===== src/rtl/kfps2kb_pkg.sv =====
// Shared types and constants for the PS/2 keyboard keycode buffer.
package kfps2kb_pkg;

  typedef logic [7:0] keycode_t;

  localparam keycode_t KC_ERROR = 8'hFF;
  localparam keycode_t KC_NONE  = 8'h00;

  typedef enum logic [1:0] {
    IDLE,
    ACK,
    WAIT
  } up_state_t;

endpackage


===== src/rtl/kfps2kb_fifo_mem.sv =====
// Dual-port register array: synchronous write, asynchronous read, data not reset.
module kfps2kb_fifo_mem #(
  parameter int AW = 4,
  parameter int DW = 8
) (
  input  logic          clk_i,
  input  logic          we_i,
  input  logic [AW-1:0] waddr_i,
  input  logic [DW-1:0] wdata_i,
  input  logic [AW-1:0] raddr_i,
  output logic [DW-1:0] rdata_o
);

  logic [DW-1:0] mem_q [0:(1<<AW)-1];

  always_ff @(posedge clk_i) begin
    if (we_i) mem_q[waddr_i] <= wdata_i;
  end

  assign rdata_o = mem_q[raddr_i];

endmodule


===== src/rtl/kfps2kb_keycode_buffer.sv =====
// Keycode FIFO between the PS/2 controller and the XT port A / IRQ1 interface.
// Optional KFPS2KB_OVERFLOW_MARKER_EN: first dropped code overwrites the newest entry with 8'hFF.
//
// state | meaning
// IDLE  | waiting for kb_irq, captures code on the sampling edge
// ACK   | clear_keycode pulse is high for this cycle
// WAIT  | holding off until upstream drops kb_irq
module kfps2kb_keycode_buffer
  import kfps2kb_pkg::*;
#(
  parameter int          DEPTH_LOG2 = 4,
  parameter logic [15:0] IRQ_GAP    = 16'd8
) (
  input  logic                clock,
  input  logic                reset,
  input  logic                kb_irq,
  input  keycode_t            kb_keycode,
  output logic                clear_keycode,
  input  logic                cpu_ack,
  input  logic                cpu_clear,
  output logic                irq_out,
  output keycode_t            keycode_out,
  output logic [DEPTH_LOG2:0] count,
  output logic                overflow
);

  localparam int unsigned DEPTH_I = 1 << DEPTH_LOG2;
  localparam logic [DEPTH_LOG2:0]   FULL_CNT = DEPTH_I[DEPTH_LOG2:0];
  localparam logic [DEPTH_LOG2:0]   CNT_ONE  = {{DEPTH_LOG2{1'b0}}, 1'b1};
  localparam logic [DEPTH_LOG2-1:0] PTR_ONE  = {{(DEPTH_LOG2-1){1'b0}}, 1'b1};

  up_state_t             state_q;
  logic                  clear_q;
  logic [DEPTH_LOG2-1:0] rd_ptr_q, rd_ptr_d;
  logic [DEPTH_LOG2-1:0] wr_ptr_q, wr_ptr_d;
  logic [DEPTH_LOG2:0]   count_q, count_d;
  logic [15:0]           gap_q, gap_d;
  logic                  irq_q, irq_d;
  logic                  ovf_q, ovf_d;

  logic                  push_req, push_ok, pop, drop, full;
  logic                  mem_we;
  logic [DEPTH_LOG2-1:0] mem_waddr;
  keycode_t              mem_wdata, head;

  assign push_req = (state_q == IDLE) && kb_irq;
  assign full     = (count_q == FULL_CNT);
  assign pop      = cpu_ack && irq_q && !cpu_clear;
  assign push_ok  = push_req && !cpu_clear && (!full || pop);
  assign drop     = push_req && !cpu_clear && full && !pop;

  // Upstream handshake completes even when the code is dropped or flushed.
  always_ff @(posedge clock or posedge reset) begin
    if (reset) begin
      state_q <= IDLE;
      clear_q <= 1'b0;
    end else begin
      case (state_q)
        IDLE: begin
          if (kb_irq) begin
            clear_q <= 1'b1;
            state_q <= ACK;
          end
        end
        ACK: begin
          clear_q <= 1'b0;
          state_q <= WAIT;
        end
        WAIT: begin
          clear_q <= 1'b0;
          if (!kb_irq) state_q <= IDLE;
        end
        default: begin
          clear_q <= 1'b0;
          state_q <= IDLE;
        end
      endcase
    end
  end

  always_comb begin
    rd_ptr_d = rd_ptr_q;
    wr_ptr_d = wr_ptr_q;
    count_d  = count_q;
    gap_d    = gap_q;
    ovf_d    = ovf_q;
    irq_d    = 1'b0;
    if (cpu_clear) begin
      rd_ptr_d = '0;
      wr_ptr_d = '0;
      count_d  = '0;
      gap_d    = '0;
      ovf_d    = 1'b0;
    end else begin
      if (push_ok) wr_ptr_d = wr_ptr_q + PTR_ONE;
      if (pop)     rd_ptr_d = rd_ptr_q + PTR_ONE;
      case ({push_ok, pop})
        2'b10:   count_d = count_q + CNT_ONE;
        2'b01:   count_d = count_q - CNT_ONE;
        default: count_d = count_q;
      endcase
      if (pop)               gap_d = IRQ_GAP;
      else if (gap_q != '0)  gap_d = gap_q - 16'd1;
      ovf_d = ovf_q || drop;
      // Re-assert on the edge where the gap counter reaches zero, so the low gap is IRQ_GAP clocks.
      irq_d = (count_q != '0) && (gap_d == '0) && !pop;
    end
  end

  always_ff @(posedge clock or posedge reset) begin
    if (reset) begin
      rd_ptr_q <= '0;
      wr_ptr_q <= '0;
      count_q  <= '0;
      gap_q    <= '0;
      irq_q    <= 1'b0;
      ovf_q    <= 1'b0;
    end else begin
      rd_ptr_q <= rd_ptr_d;
      wr_ptr_q <= wr_ptr_d;
      count_q  <= count_d;
      gap_q    <= gap_d;
      irq_q    <= irq_d;
      ovf_q    <= ovf_d;
    end
  end

`ifdef KFPS2KB_OVERFLOW_MARKER_EN
  logic marker_q, marker_d, marker_wr;

  assign marker_wr = drop && !marker_q;
  assign marker_d  = !cpu_clear && full && (marker_q || drop);

  always_ff @(posedge clock or posedge reset) begin
    if (reset) marker_q <= 1'b0;
    else       marker_q <= marker_d;
  end

  // When full, wr_ptr equals rd_ptr, so wr_ptr-1 is the newest entry.
  assign mem_we    = push_ok || marker_wr;
  assign mem_waddr = marker_wr ? (wr_ptr_q - PTR_ONE) : wr_ptr_q;
  assign mem_wdata = marker_wr ? KC_ERROR : kb_keycode;
`else
  assign mem_we    = push_ok;
  assign mem_waddr = wr_ptr_q;
  assign mem_wdata = kb_keycode;
`endif

  kfps2kb_fifo_mem #(
    .AW (DEPTH_LOG2),
    .DW (8)
  ) u_mem (
    .clk_i   (clock),
    .we_i    (mem_we),
    .waddr_i (mem_waddr),
    .wdata_i (mem_wdata),
    .raddr_i (rd_ptr_q),
    .rdata_o (head)
  );

  assign clear_keycode = clear_q;
  assign irq_out       = irq_q;
  assign count         = count_q;
  assign overflow      = ovf_q;
  assign keycode_out   = ((count_q == '0) || cpu_clear) ? KC_NONE : head;

endmodule


===== config.mk =====
export PLATFORM = sky130hd
export DESIGN_NAME = kfps2kb_keycode_buffer
export DESIGN_NICKNAME = d
export VERILOG_FILES = /design/src/rtl/kfps2kb_pkg.sv /design/src/rtl/kfps2kb_fifo_mem.sv /design/src/rtl/kfps2kb_keycode_buffer.sv
export SDC_FILE = /design/constraint.sdc
export NUM_CORES = 1
export LEC_CHECK = 0
export ABC_AREA = 1
export BUFFER_PORTS_ARGS = -buffer_cell sky130_fd_sc_hd__buf_2
export CAP_MARGIN = 20
export CORE_ASPECT_RATIO = 1.25
export CORE_MARGIN = 8
export CORE_UTILIZATION = 40
export CTS_CLUSTER_SIZE = 10
export DETAILED_ROUTE_END_ITERATION = 10
export GPL_ROUTABILITY_DRIVEN = 0
export HOLD_SLACK_MARGIN = 0.08
export PLACE_DENSITY = 0.62
export SYNTH_ARGS = -nofsm -noshare
export SYNTH_HDL_FRONTEND = slang
export SYNTH_SLANG_ARGS = --single-unit

===== constraint.sdc =====
create_clock -name clock -period 2.7 [get_ports clock]
set_input_delay 0.81 -clock clock [delete_from_list [all_inputs] [get_ports clock]]
set_output_delay 0.81 -clock clock [all_outputs]
set_load 0.03 [all_outputs]

After elaboration in Yosys (flattened, before gate mapping)
Memories as Yosys holds them, arrays and structs flattened.
Cells that the tools add are included.

operators by class
  add/sub/neg operators = 5
  equal/unequal tests = 7
  mux-type cells = 20
  reductions and logical operators = 24

operators by type and width
  kind                                                                    count
  16-bit 2-to-1 mux                                                       4
  16-bit logical NOT                                                      1
  4-bit 2-to-1 mux                                                        4
  16-bit nonzero test                                                     1
  16-bit by 1-bit subtractor with 16-bit output (second input constant)   1
  5-bit case mux with 2 select lines                                      1
  1-bit logical AND                                                       9
  4-bit by 1-bit adder with 4-bit output (second input constant)          2
  8-bit 2-to-1 mux                                                        1
  1-bit 2-to-1 mux                                                        6
  2-bit case mux with 3 select lines                                      1
  5-bit by 1-bit adder with 5-bit output (second input constant)          1
  5-bit equality test (second input constant)                             1
  5-bit logical NOT                                                       1
  5-bit 2-to-1 mux                                                        1
  5-bit nonzero test                                                      1
  5-bit by 1-bit subtractor with 5-bit output (second input constant)     1
  2-bit by 1-bit equality test with 1-bit output (second input constant)  2
  2-bit equality test (second input constant)                             2
  2-bit 2-to-1 mux                                                        2
  2-bit inequality test (second input constant)                           2
  2-bit nonzero test                                                      2
  1-bit logical NOT                                                       3
  1-bit logical OR                                                        3
  3 further kinds                                                         3

word-level totals
  register bits after elaboration = 34
  memory bits (writable) = 128
  output and inout bits = 16
  memories kept = 1

memory list
  name         words  width  read ports  clocked after memory_dff  wr ports  RTL line                RTL
  u_mem.mem_q  16     8      1           0                         1         kfps2kb_fifo_mem.sv:14  logic [DW-1:0] mem_q [0:(1<<AW)-1];

Depth between registers and ports, before layout
Gate-level depths: netlist of the first run.

  depth after elaboration = 8
  mapped depth = 12
  gate-level depth less buffers = 12

Hierarchy
A second synthesis of the first run with hierarchy kept.

unflattened totals
  cell total of the unflattened synthesis = 837
  area, all modules = 7726.2 µm²

by module, submodules not included
  module                  instances  cells each  area each (µm²)  sequential area each (µm²)
  kfps2kb_fifo_mem        1          543         5606.6           3843.7
  kfps2kb_keycode_buffer  1          294         2119.5           850.8

Worst setup path after synthesis of the first run
OpenSTA, ideal clock, no wires.

  path type = input port to output port
  start point = input port cpu_clear
  end point = output port keycode_out[0]
  data arrival time = 2.080 ns
  data required time = 1.890 ns
  path slack = -0.190 ns
  stages = 4
  path buffers = 1
  path through = buf_2 > inv_1 > nand2_1 > a211oi_1

between the ends
  cells in the longest elaborated chain, start to end = 2

ends and longest elaborated chain
  what              RTL line                       RTL
  start, declared   kfps2kb_keycode_buffer.sv:20   input logic cpu_clear,
  1-bit logical OR  kfps2kb_keycode_buffer.sv:165  assign keycode_out = ((count_q == '0) || cpu_clear) ? KC_NONE : head;
  8-bit 2-to-1 mux  kfps2kb_keycode_buffer.sv:165
  end, declared     kfps2kb_keycode_buffer.sv:22   output keycode_t keycode_out,

No other way between the ends.

Worst setup path after layout of the first run
  start point = register rd_ptr_q[0]
  end point = output port keycode_out[0]

between the ends
  cells in the longest elaborated chain, start to end = 2

ends and longest elaborated chain
  what                    RTL line                       RTL
  start, declared         kfps2kb_keycode_buffer.sv:34   logic [DEPTH_LOG2-1:0] rd_ptr_q, rd_ptr_d;
  start signal, assigned  kfps2kb_keycode_buffer.sv:119  rd_ptr_q <= rd_ptr_d;
  memory read 16 x 8 bit  -
  8-bit 2-to-1 mux        kfps2kb_keycode_buffer.sv:165

No other way between the ends.

==> out/results.ini, run 1 <==
[layout]
nFillCells = 1607
n_antenna_cell = 0
fin_cells = 991
layout.nets = 774
drive_above_1_share_pct = 19.4
final_core_util_pct = 48.6
area_delta_synth_final_pct = 20.1

[floorplan]
die_y_um = 167
rows = 55
ioPinCount = 29
die_w_um = 137
core_um2 = 18000
dieArea_um2 = 22800
initial_core_util_pct = 40.4

[placed_design]
port_buffers = 28
hpwlAfterDp_um = 10500
dpl.cell_count = 944

[sta]
setup-tns-final_ns = -1.46
timing.final.crit_share_pct = 108
max_freq_mhz = 344
holdWs_ns = 0.458
setup_ws_ns = -0.210
layout_min_cycle_time_ns = 2.91
finalMaxSlewViolations = 0
rsz0062_at_grt = true
finalHoldViolations = 0
skew_ns = 0.0107
tightestPinTransition_ns = 0.623
setup_viol = 8
slew_headroom_pct = 58.2

[synthesis]
synth-edff-count = 128
ys_types = 39
yosysSeqAreaShare_pct = 64.6
postSynthAreaPerCell_um2 = 10.6
synth_top_area_share_pct = 52.9
netlist_top_cells_count = nor2_1, edfxtp_1, nand2_1
yosysMostFrequentCell = nor2_1
ys_warn_count = 0
synthArstFlopShare_pct = 21.0
synth_fp_nets = 707
ys.flop_type = edfxtp_1
ys_seq_elements = 162
yosysTopAreaCell = edfxtp_1
yosys-top-cells-area = edfxtp_1, dfrtp_1, nor2_1
syn_area_um2 = 7260
syn-instance-count = 683

[routing]
ant_nets = 0
post_drt_wl_per_cell_um = 16.9
drc = 0
vias = 5118
wl_um = 16800
via_per_inst = 5.16
drt_iter0_drc = 262
drtPass1Iterations = 5

[clock_network]
root_buffer = clkbuf_16
clk_latency_ns = 0.43
cts_hold_buffers = 0
cts.sinks = 162
cts_max_level = 4
clkTransAtPathRegs_ns = 0.07
cts_max_path_buffers = 2
cts_made_buffers = 17
cts_tree = yes

[worst_setup_path]
rr_startpoint = state_q[0]
crit_end = keycode_out[0]
timing.rr.end = count[4]
timing.critical_path.required_ns = 1.89
path_max_fanout = 7
worstSetupPathType = reg2out
startpoint = rd_ptr_q[0]
cp.arrival_ns = 2.10
crit_path_end_kind = output port
reg2reg_setup_slack_ns = 0.67
cp-start-kind = register
reg2reg_depth = 10

[global_route]
grt_use_total_pct = 15.6
grt_overflow_total = 0
grt_max_degree = 68
grt_pass1_wl_um = 27300
grt_pass1_vias = 5213
antenna_found_initial = 0

[power]
fin_total_pwr_w = 0.00727
ir_worst_vdd_v = 0.000420
power_density_nw_per_um2 = 834
p_leak_nw = 3.37

[worst_hold_path]
hold_path_class = reg2reg
hold_start = state_q[1]

[outcome]
violations = setup timing
status = complete, but fails checks

[job]
cap_violations = 0

where the power goes:
group | internal [W] | switching, W
Sequential | 0.00286 | 0.000163
Combinational | 0.000656 | 0.00121
Clock | 0.00132 | 0.00107
Total | 0.00483 | 0.00244
worst max-delay path, stage by stage (launching register included):
cell and delay [ns]:
dfrtp_2 0.47, inv_8 0.13, buf_8 0.12, buf_4 0.11, nor2_1 0.03, nor2_1 0.07
o21ai_0 0.08, o21ai_1 0.08, nand2_1 0.07, nand2_1 0.08, nor2_1 0.04, a211oi_1 0.18
buf_4 0.21
flip-flops by register name, summed over array words and instances, names as in the netlist:
register,flops
clear_keycode,1
count,5
gap_q,16
irq_out,1
mem_waddr,4
overflow,1
rd_ptr_q,4
state_q,2
u_mem.mem_q,128
how the worst min path moves through the flow:
stage | cells after the start | slack [ns] | to
after global routing | 1 | 0.49 | state_q[1]
after global placement | 1 | 0.43 | state_q[1]
after detailed placement | 1 | 0.45 | state_q[1]
after CTS | 1 | 0.46 | state_q[1]
final | 1 | 0.46 | state_q[1]
after floorplan | 1 | 0.42 | state_q[1]
logic make-up after synthesis:
family | count (synthesis) | synth area share (%)
compound gates | 137 | 10.6
simple gates | 302 | 17.3
xor+xnor | 12 | 1.45
flops | 162 | 64.6
fa+ha+maj | 11 | 2.00
buf+inv | 59 | 4.01
timing repair:
action,in CTS,in global routing
endpoints found under the setup margin,8,8
cloned,4,0
buffers inserted,4,8
gates resized for setup,32,20
pin swaps,5,4
cell usage in the layout (no fill, tap or decap), types with 10 or more instances in the layout:
master,synthesis,final
nand3_1,15,15
buf_4,2,40
o21ai_0,78,58
nor2_1,165,161
ha_1,10,10
edfxtp_1,128,128
nor2_2,7,11
buf_2,5,20
inv_1,26,26
dfrtp_1,34,32
clkbuf_16,0,17
nand2_2,8,10
o21ai_1,24,44
nand2_1,92,90
area by class of cell:
cell class                      count  area (µm²)  area share, %
Timing Repair Buffer               76         712           8.16
Clock inverter                     15         165           1.89
Clock buffer                       17         425           4.88
Inverter                           31         124           1.42
Multi-Input combinational cell    462        2310           26.5
Sequential cell                   162        4700           53.9
Tap cell                          228         285           3.27
metal layers:
layer	share of wire (%)	vias up	global-route usage, %
li1	-	2489	-
met1	41	2477	17.9
met2	53	123	27.2
met3	4.3	29	3.25
met4	2.5	0	6.51
met5	0	-	0
through the flow:
stage	area, µm²	setup WS, ns
2_1_floorplan	7260	-0.190
3_3_place_gp	7830	0.120
3_5_place_dp	7830	0.115
4_1_cts	8650	-0.262
5_1_grt	8720	-0.354
6_report	8720	-0.210
(Power assumes the default switching activity.)
==> run 2, diff against run 1 <==
- CAP_MARGIN: 20 -> 15
- CELL_PAD_IN_SITES_DETAIL_PLACEMENT: default -> 0
- CELL_PAD_IN_SITES_GLOBAL_PLACEMENT: default -> 1
- PLACE_DENSITY: 0.62 -> 0.72
==> run 2 against run 1 <==
The flow still finishes with violations (setup timing); utilization is essentially flat; via count shrank 0.98%; wire length grew 2.7%; clock power is essentially flat; critical path type unchanged; cell area is essentially flat; combinational power is essentially flat; sequential share of layout area is essentially flat.
==> out/results.ini, run 2 (synthesis gave the netlist of run 1 again) <==
[worst_setup_path]
cp.arrival_ns = 2.07
cp-start-kind = register
path_max_fanout = 8
crit_path_end_kind = output port
worstSetupPathType = reg2out
timing.critical_path.required_ns = 1.89

[sta]
max_freq_mhz = 347
skew_ns = 0.00523
holdWs_ns = 0.449
layout_min_cycle_time_ns = 2.88
rsz0062_at_grt = true
tightestPinTransition_ns = 0.663
setup-tns-final_ns = -1.25
finalMaxSlewViolations = 0
setup_ws_ns = -0.184
setup_viol = 8
slew_headroom_pct = 55.5
finalHoldViolations = 0
timing.final.crit_share_pct = 107

[floorplan]
core_um2 = 18000
initial_core_util_pct = 40.4
ioPinCount = 29
die_y_um = 167
dieArea_um2 = 22800
rows = 55
die_w_um = 137

[routing]
via_per_inst = 5.15
drc = 0
ant_nets = 0
post_drt_wl_per_cell_um = 17.5
vias = 5068
wl_um = 17200
drt_iter0_drc = 368
drtPass1Iterations = 5

[layout]
fin_area_um2 = 8720
layout_common_cells = nor2_1, edfxtp_1, nand2_1
n_antenna_cell = 0
area_delta_synth_final_pct = 20.1
top_register = u_mem.mem_q
layout.nets = 769
mostFrequentLayoutCell = nor2_1
fin_cells = 984
largest_register_ff_count = 128
drive_above_1_share_pct = 20.0

[clock_network]
cts.sinks = 162
cts_tree = yes
cts_max_path_buffers = 2
root_buffer = clkbuf_16
clkTransAtPathRegs_ns = 0.06
cts_hold_buffers = 0
cts_made_buffers = 17
cts_max_level = 4
clk_latency_ns = 0.42

[global_route]
grt_pass1_vias = 4993
grt_pass1_wl_um = 27300
antenna_found_initial = 0
grt_use_total_pct = 15.8
grt_overflow_total = 0
grt_max_degree = 35

[power]
p_leak_nw = 3.36
power_density_nw_per_um2 = 826
ir_worst_vdd_v = 0.000476
fin_total_pwr_w = 0.00721

[placed_design]
dpl.cell_count = 942
hpwlAfterDp_um = 10900
placed_cell_area_um2 = 7820
port_buffers = 28

[job]
cap_violations = 0

[worst_hold_path]
hold_path_class = reg2reg

[outcome]
violations = setup timing
status = complete, but fails checks

-- run 2: changes by cell type in the layout (fill, tap and decap cells not counted), sizes merged --
cell      delta
clkbuf       +1
buf          -5
bufinv       +2
clkinv       +7
clkinvlp     -1
inv         -11
-- run 2: critical path: stages, from the launching register on --
cell and delay (ns):
dfrtp_2 0.45, clkinv_4 0.12, buf_12 0.14, buf_8 0.12, nor2_1 0.04, nor2_1 0.07
o21ai_1 0.06, o211ai_1 0.10, o21ai_2 0.12, a211oi_2 0.21, buf_4 0.21
-- run 2: final timing paths --
path | startpoint | endpoint | slack, ns | cells past startpoint
max | rd_ptr_q[0] | keycode_out[1] | -0.18 | 10
min reg2reg | state_q[1] | state_q[1] | 0.45 | 1
max in group asynchronous | reset | rd_ptr_q[1] | 1.89 | 3
min in group asynchronous | reset | count[3] | 0.47 | 3
min | state_q[1] | state_q[1] | 0.45 | 1
max reg2reg | state_q[0] | count[4] | 0.66 | 10
-- run 2: layer usage --
metal / global-route usage [%] / vias up / routed length [µm]
met1: 19.6 / 2472 / 7000
met3: 3.43 / 20 / 947
met4: 5.70 / 0 / 291
met5: 0 / - / 0
met2: 26.4 / 101 / 9000
li1: - / 2475 / -
-- run 2: repair_timing --
| item | in CTS | in global routing |
|---|---|---|
| endpoints found under the setup margin | 8 | 8 |
| pin swaps | 11 | 6 |
| gates cloned | 5 | 0 |
| gates resized for setup | 57 | 15 |
| buffers inserted | 9 | 0 |
-- run 2: metrics by stage --
stage | setup slack, ns | util, %
after detailed placement | 0.0285 | 43.5
after global routing | -0.336 | 48.6
after floorplan | -0.190 | -
final | -0.184 | 48.6
after CTS | -0.230 | 48.6
after global placement | 0.108 | 43.5
-- run 2: final cells by class --
cell class                      count  area (µm²)
Tap cell                          228         285
Fill cell                        1606        9240
Clock inverter                     12         143
Clock buffer                       18         429
Multi-Input combinational cell    462        2360
Sequential cell                   162        4700
Inverter                           31         123
Timing Repair Buffer               71         689
-- run 2: power breakdown --
part / leakage [nW] / internal, W / switching [W]
Sequential: 1.61 / 0.00286 / 0.000161
Clock: 0.280 / 0.00143 / 0.000916
Combinational: 1.47 / 0.000630 / 0.00121
Total: 3.36 / 0.00492 / 0.00229
